<file path="config.mk">
export PLATFORM = sky130hd
export DESIGN_NAME = hpdcache_gnt_mux_skid
export DESIGN_NICKNAME = d
export VERILOG_FILES = /design/src/rtl/hpdcache_gnt_mux_pkg.sv /design/src/rtl/hpdcache_gnt_mux_skid_chk.sv /design/src/rtl/hpdcache_onehot_mux.sv /design/src/rtl/hpdcache_gnt_mux_skid.sv
export SDC_FILE = /design/constraint.sdc
export NUM_CORES = 1
export LEC_CHECK = 0
export CAP_MARGIN = 10
export CORE_ASPECT_RATIO = 1.1
export CORE_UTILIZATION = 39
export CTS_CLUSTER_DIAMETER = 80
export DETAILED_ROUTE_END_ITERATION = 8
export PLACE_DENSITY = 0.74
export SLEW_MARGIN = 20
export SYNTH_ARGS = -nofsm -noshare
export SYNTH_HDL_FRONTEND = slang
export SYNTH_SLANG_ARGS = --single-unit
</file>
<file path="constraint.sdc">
create_clock -name clk_i -period 4.3 [get_ports clk_i]
set_input_delay 1.29 -clock clk_i [delete_from_list [all_inputs] [get_ports clk_i]]
set_output_delay 1.29 -clock clk_i [all_outputs]
set_load 0.01 [all_outputs]
</file>
<file path="src/rtl/hpdcache_gnt_mux_pkg.sv">
// Shared types and helpers for the grant-mux skid stage.
package hpdcache_gnt_mux_pkg;

    // Occupancy of the 2-entry skid buffer.
    typedef enum logic [1:0] {
        ST_EMPTY = 2'd0,
        ST_ONE   = 2'd1,
        ST_FULL  = 2'd2
    } occ_state_e;

    // Width of a binary index that can address n requesters.
    function automatic int unsigned hpdcache_gnt_mux_idxw(input int unsigned n);
        if (n > 32'd1) begin
            return $clog2(n);
        end else begin
            return 32'd1;
        end
    endfunction

endpackage

</file>
<file path="src/rtl/hpdcache_gnt_mux_skid_chk.sv">
// Protocol checker for the grant-mux skid stage: the grant must be
// one-hot or zero whenever the block is out of reset.
module hpdcache_gnt_mux_skid_chk #(
    parameter int unsigned N = 2
)(
    input logic         clk_i,
    input logic         rst_i,
    input logic [N-1:0] gnt_i
);

    a_gnt_onehot0: assert property (@(posedge clk_i) disable iff (rst_i) $onehot0(gnt_i));

endmodule

</file>
<file path="src/rtl/hpdcache_onehot_mux.sv">
// AND-OR payload selector driven by a one-hot-or-zero select vector.
// Produces the selected payload and the binary index of the set bit;
// both are zero when no bit is set.
module hpdcache_onehot_mux
    import hpdcache_gnt_mux_pkg::*;
#(
    parameter  int unsigned N    = 2,
    parameter  int unsigned W    = 32,
    localparam int unsigned IDXW = hpdcache_gnt_mux_idxw(N)
)(
    input  logic [N-1:0]    i_sel,
    input  logic [N*W-1:0]  i_data,
    output logic [W-1:0]    o_data,
    output logic [IDXW-1:0] o_idx
);

    // OR together every slice whose select bit is set.
    always_comb begin
        o_data = '0;
        o_idx  = '0;
        for (int k = 0; k < int'(N); k++) begin
            o_data = o_data | ({W{i_sel[k]}} & i_data[k*W +: W]);
            o_idx  = o_idx  | ({IDXW{i_sel[k]}} & IDXW'(k));
        end
    end

endmodule

</file>
<file path="src/rtl/hpdcache_gnt_mux_skid.sv">
// Grant-driven payload mux feeding a 2-entry skid buffer with a
// valid/ready output. arb_ready_o depends only on buffer state, so the
// arbiter never sees a combinational path from out_ready_i.
// Optional macro HPDCACHE_GNT_MUX_STATS_EN enables the stall counter.
// Defining HPDCACHE_ASSERT_OFF removes the grant protocol checker.
module hpdcache_gnt_mux_skid
    import hpdcache_gnt_mux_pkg::*;
#(
    parameter  int unsigned N    = 2,
    parameter  int unsigned W    = 32,
    localparam int unsigned IDXW = hpdcache_gnt_mux_idxw(N)
)(
    input  logic            clk_i,
    input  logic            rst_i,
    input  logic [N-1:0]    req_valid_i,
    input  logic [N*W-1:0]  req_data_i,
    output logic [N-1:0]    req_ready_o,
    input  logic [N-1:0]    gnt_i,
    output logic            arb_ready_o,
    output logic            out_valid_o,
    output logic [W-1:0]    out_data_o,
    output logic [IDXW-1:0] out_src_o,
    input  logic            out_ready_i,
    output logic [31:0]     stall_cnt_o
);

    occ_state_e      r_state;
    occ_state_e      w_state_nxt;
    logic [W-1:0]    r_main_data;
    logic [IDXW-1:0] r_main_src;
    logic [W-1:0]    r_skid_data;
    logic [IDXW-1:0] r_skid_src;

    logic            w_main_valid;
    logic            w_skid_valid;
    logic            w_arb_ready;
    logic            w_gnt_valid;
    logic            w_push;
    logic            w_pop;
    logic            w_main_load;
    logic            w_main_from_skid;
    logic            w_skid_load;
    logic [W-1:0]    w_sel_data;
    logic [IDXW-1:0] w_sel_idx;

    hpdcache_onehot_mux #(
        .N (N),
        .W (W)
    ) u_sel (
        .i_sel  (gnt_i),
        .i_data (req_data_i),
        .o_data (w_sel_data),
        .o_idx  (w_sel_idx)
    );

    assign w_main_valid = (r_state != ST_EMPTY);
    assign w_skid_valid = (r_state == ST_FULL);
    assign w_arb_ready  = ~w_skid_valid;
    assign w_gnt_valid  = |(gnt_i & req_valid_i);
    assign w_push       = w_arb_ready & w_gnt_valid;
    assign w_pop        = w_main_valid & out_ready_i;

    assign arb_ready_o  = w_arb_ready;
    assign req_ready_o  = gnt_i & {N{w_arb_ready}};
    assign out_valid_o  = w_main_valid;
    assign out_data_o   = r_main_data;
    assign out_src_o    = r_main_src;

    // Next occupancy and which entry gets written this cycle.
    always_comb begin
        w_state_nxt      = r_state;
        w_main_load      = 1'b0;
        w_main_from_skid = 1'b0;
        w_skid_load      = 1'b0;
        case (r_state)
            ST_EMPTY: begin
                if (w_push) begin
                    w_state_nxt = ST_ONE;
                    w_main_load = 1'b1;
                end else begin
                    w_state_nxt = ST_EMPTY;
                end
            end
            ST_ONE: begin
                if (w_push && w_pop) begin
                    w_state_nxt = ST_ONE;
                    w_main_load = 1'b1;
                end else if (w_push) begin
                    w_state_nxt = ST_FULL;
                    w_skid_load = 1'b1;
                end else if (w_pop) begin
                    w_state_nxt = ST_EMPTY;
                end else begin
                    w_state_nxt = ST_ONE;
                end
            end
            ST_FULL: begin
                if (w_pop) begin
                    w_state_nxt      = ST_ONE;
                    w_main_from_skid = 1'b1;
                end else begin
                    w_state_nxt = ST_FULL;
                end
            end
            default: begin
                w_state_nxt = ST_EMPTY;
            end
        endcase
    end

    // Occupancy state register; reset drops any buffered payload.
    always_ff @(posedge clk_i) begin
        if (rst_i) begin
            r_state <= ST_EMPTY;
        end else begin
            r_state <= w_state_nxt;
        end
    end

    // Main entry: loaded from the grant mux or promoted from skid.
    always_ff @(posedge clk_i) begin
        if (rst_i) begin
            r_main_data <= '0;
            r_main_src  <= '0;
        end else if (w_main_load) begin
            r_main_data <= w_sel_data;
            r_main_src  <= w_sel_idx;
        end else if (w_main_from_skid) begin
            r_main_data <= r_skid_data;
            r_main_src  <= r_skid_src;
        end else begin
            r_main_data <= r_main_data;
            r_main_src  <= r_main_src;
        end
    end

    // Skid entry: data only, validity is carried by the state register.
    always_ff @(posedge clk_i) begin
        if (w_skid_load) begin
            r_skid_data <= w_sel_data;
            r_skid_src  <= w_sel_idx;
        end else begin
            r_skid_data <= r_skid_data;
            r_skid_src  <= r_skid_src;
        end
    end

`ifdef HPDCACHE_GNT_MUX_STATS_EN
    logic [31:0] r_stall_cnt;

    // Count cycles where a granted requester is held off by a full buffer.
    always_ff @(posedge clk_i) begin
        if (rst_i) begin
            r_stall_cnt <= 32'd0;
        end else if (w_gnt_valid && !w_arb_ready && (r_stall_cnt != 32'hFFFF_FFFF)) begin
            r_stall_cnt <= r_stall_cnt + 32'd1;
        end else begin
            r_stall_cnt <= r_stall_cnt;
        end
    end

    assign stall_cnt_o = r_stall_cnt;
`else
    assign stall_cnt_o = 32'd0;
`endif

`ifndef HPDCACHE_ASSERT_OFF
    hpdcache_gnt_mux_skid_chk #(
        .N (N)
    ) u_chk (
        .clk_i (clk_i),
        .rst_i (rst_i),
        .gnt_i (gnt_i)
    );
`endif

endmodule

</file>
==> results.yml <==
outcome:
  status: "finished, final reports clean"
worst_setup_path:
  end_kind: "output port"
  path_class: "input port to output port"
  crit_path_start_kind: "input port"
  crit_arrival_ps: 2480
  required_ps: 3010
  critPathMaxFanout: 3
clock_tree:
  h-tree-depth: 3
  ctsResizeCount: 0
  cts_made_buffers: 9
  cts_tree: "built"
  clock-sinks: 68
  clk_latency_ps: 330
  clk_pin_slew_ps: 70
  cts_root_buf: "clkbuf_8"
  cts_buffer_depth: 2
  hold_buffers: 0
  post_cts_buffers: 0
logic_synthesis:
  synth_area_per_cell_sq_um: 10.84
  synth-async-reset-ratio_pct: 0
  ys_ff_latch: 68
  yosys_warnings: 0
  synth_seq_area_share_pct: 48.46
  syn_inst: 322
  synth_flop_cell: "dfxtp_1"
  synthesis.area_sq_um: 3491
  ys_types: 29
  synth_edf_count: 33
timing:
  setup_viol: 0
  layout_setup_ws_ps: 530.2
  hold_viol: 0
  tightest_slew_ps: 937.8
  tns_ps: 0
  slew_headroom_pct: 37.48
  period_needed_ps: 3770
  post-route-period-util_pct: 87.67
  drv_slew: 0
  fmax_mhz: 265.3
  fin_skew_ps: 3.984
  rsz0062_at_grt: "false"
finish:
  final_cell_area_sq_um: 4669
  layout-drive-gt1-share_pct: 14.32
  final_common_cell: "clkdlybuf4s50_1"
  area_growth_pct: 33.76
  fin_util_pct: 54.68
  layout_common_cells: "clkdlybuf4s50_1, nand2_1, dfxtp_1"
  antenna_cells: 0
  seq_area_sq_um: 1693
  multi_input_area_sq_um: 1504
  nets: 487
  nFillCells: 759
power_and_ir_drop:
  p_total_mw: 1.743
  leakage_nw: 1.641
  cellPowerDensity_nw_per_um2: 373.3
  max-vdd-ir-drop_v: 0.0001773
die:
  die_w_microns: 92.21
  die_h_microns: 101.2
  core_sq_um: 8539
  io_pins: 140
  die-area_sq_um: 9333
  start_util_pct: 40.88
  placementRows: 35
detailed_routing:
  dr.first_iter.drc_count: 132
  drt-wirelength-per-cell_microns: 16.25
  dr_total_vias: 2826
  drc_errors: 0
  ant_nets: 0
  drt_pass1_iterations: 4
  wl_microns: 8611
  vias_per_cell: 5.332
placed_design:
  port_buffers: 107
  dp_hpwl_microns: 5797
  routabilityCongestion: 0.7441
  place_area_sq_um: 4478
  pre_cts_ws_ps: 203.9
global_routing:
  grt.overflow.total: 0
  grt_pass1_wl_microns: 13990
  grt_start_max_net_pins: 41
  antenna_found_initial: 0
  grt_pass1_vias: 2764
  globalRouteTotalUtil_pct: 19.38
flow_run:
  cap_violations: 0
hold_path:
  hp-class: "register to register"
critical path, stage by stage:
cell and delay (ps):
clkdlybuf4s50_1 520, and2_1 140, clkdlybuf4s50_1 540
through the flow:
stage	std cells	hold WS, ps
detailed placement	514	469.8
finish	530	477.8
global placement	514	460.2
global route	530	498.9
floorplan	353	491.7
CTS	530	480.2
synth_stat cells, drive strengths merged, types with 2 or more instances:
cell,n,area share (%)
nand2,70,7.5
buf,48,9.9
dfxtp,35,20
a31oi,33,11
edfxtp,33,28
o41ai,33,8.3
a22o,32,8.0
clkbuf,17,1.8
and2,2,0.36
ha,2,0.72
inv,2,0.22
nor2,2,0.22
registers in the layout, summed over array words and instances, names as in the netlist:
register and count:
r_skid_data 32, r_state 2, out_data_o 32, r_skid_src 1, out_src_o 1
where the power goes:
part	internal (mW)	switching, mW
logic	0.227	0.222
clock network	0.265	0.239
registers	0.750	0.0392
final timing paths:
path / cells past startpoint / slack, ps / endpoint / startpoint
setup / recovery: 3 / 530 / req_ready_o[0] / gnt_i[0]
hold / removal: 2 / 480 / out_data_o[7]$_SDFFE_PP0P_ / out_data_o[7]$_SDFFE_PP0P_
setup reg to reg: 6 / 890 / out_data_o[18]$_SDFFE_PP0P_ / r_state[1]$_SDFF_PP0_
hold reg to reg: 2 / 480 / out_data_o[7]$_SDFFE_PP0P_ / out_data_o[7]$_SDFFE_PP0P_
final cells by class:
class                      instances  area share (%)
clock inverter                     7           1.447
tap                              111           2.974
multi-input combinational        217           32.21
inverter                           3          0.2412
clock buffer                       9           2.653
timing repair buffer             115           24.22
sequential                        68           36.25
kinds of logic after synthesis:
family                   after synthesis  synth area share (%)
other                                  1                0.1074
AO/OA/AOI/OAI                        103                 29.18
flip-flops                            68                 48.46
AND/OR/NAND/NOR                       80                 9.499
adder cells (fa/ha/maj)                2                0.7167
buffers and inverters                 68                 12.04
metal layers:
metal | track usage (%) | routed length (microns) | up-vias | part of all wire [%]
li1 | - | - | 1341 | -
met1 | 24.20 | 3598 | 1356 | 42
met2 | 33.52 | 4420 | 117 | 51
met4 | 8.654 | 157 | 0 | 1.8
met5 | 0 | 0 | - | 0
met3 | 2.703 | 435 | 12 | 5.1
No activity file was read; power rests on OpenSTA's default activity.
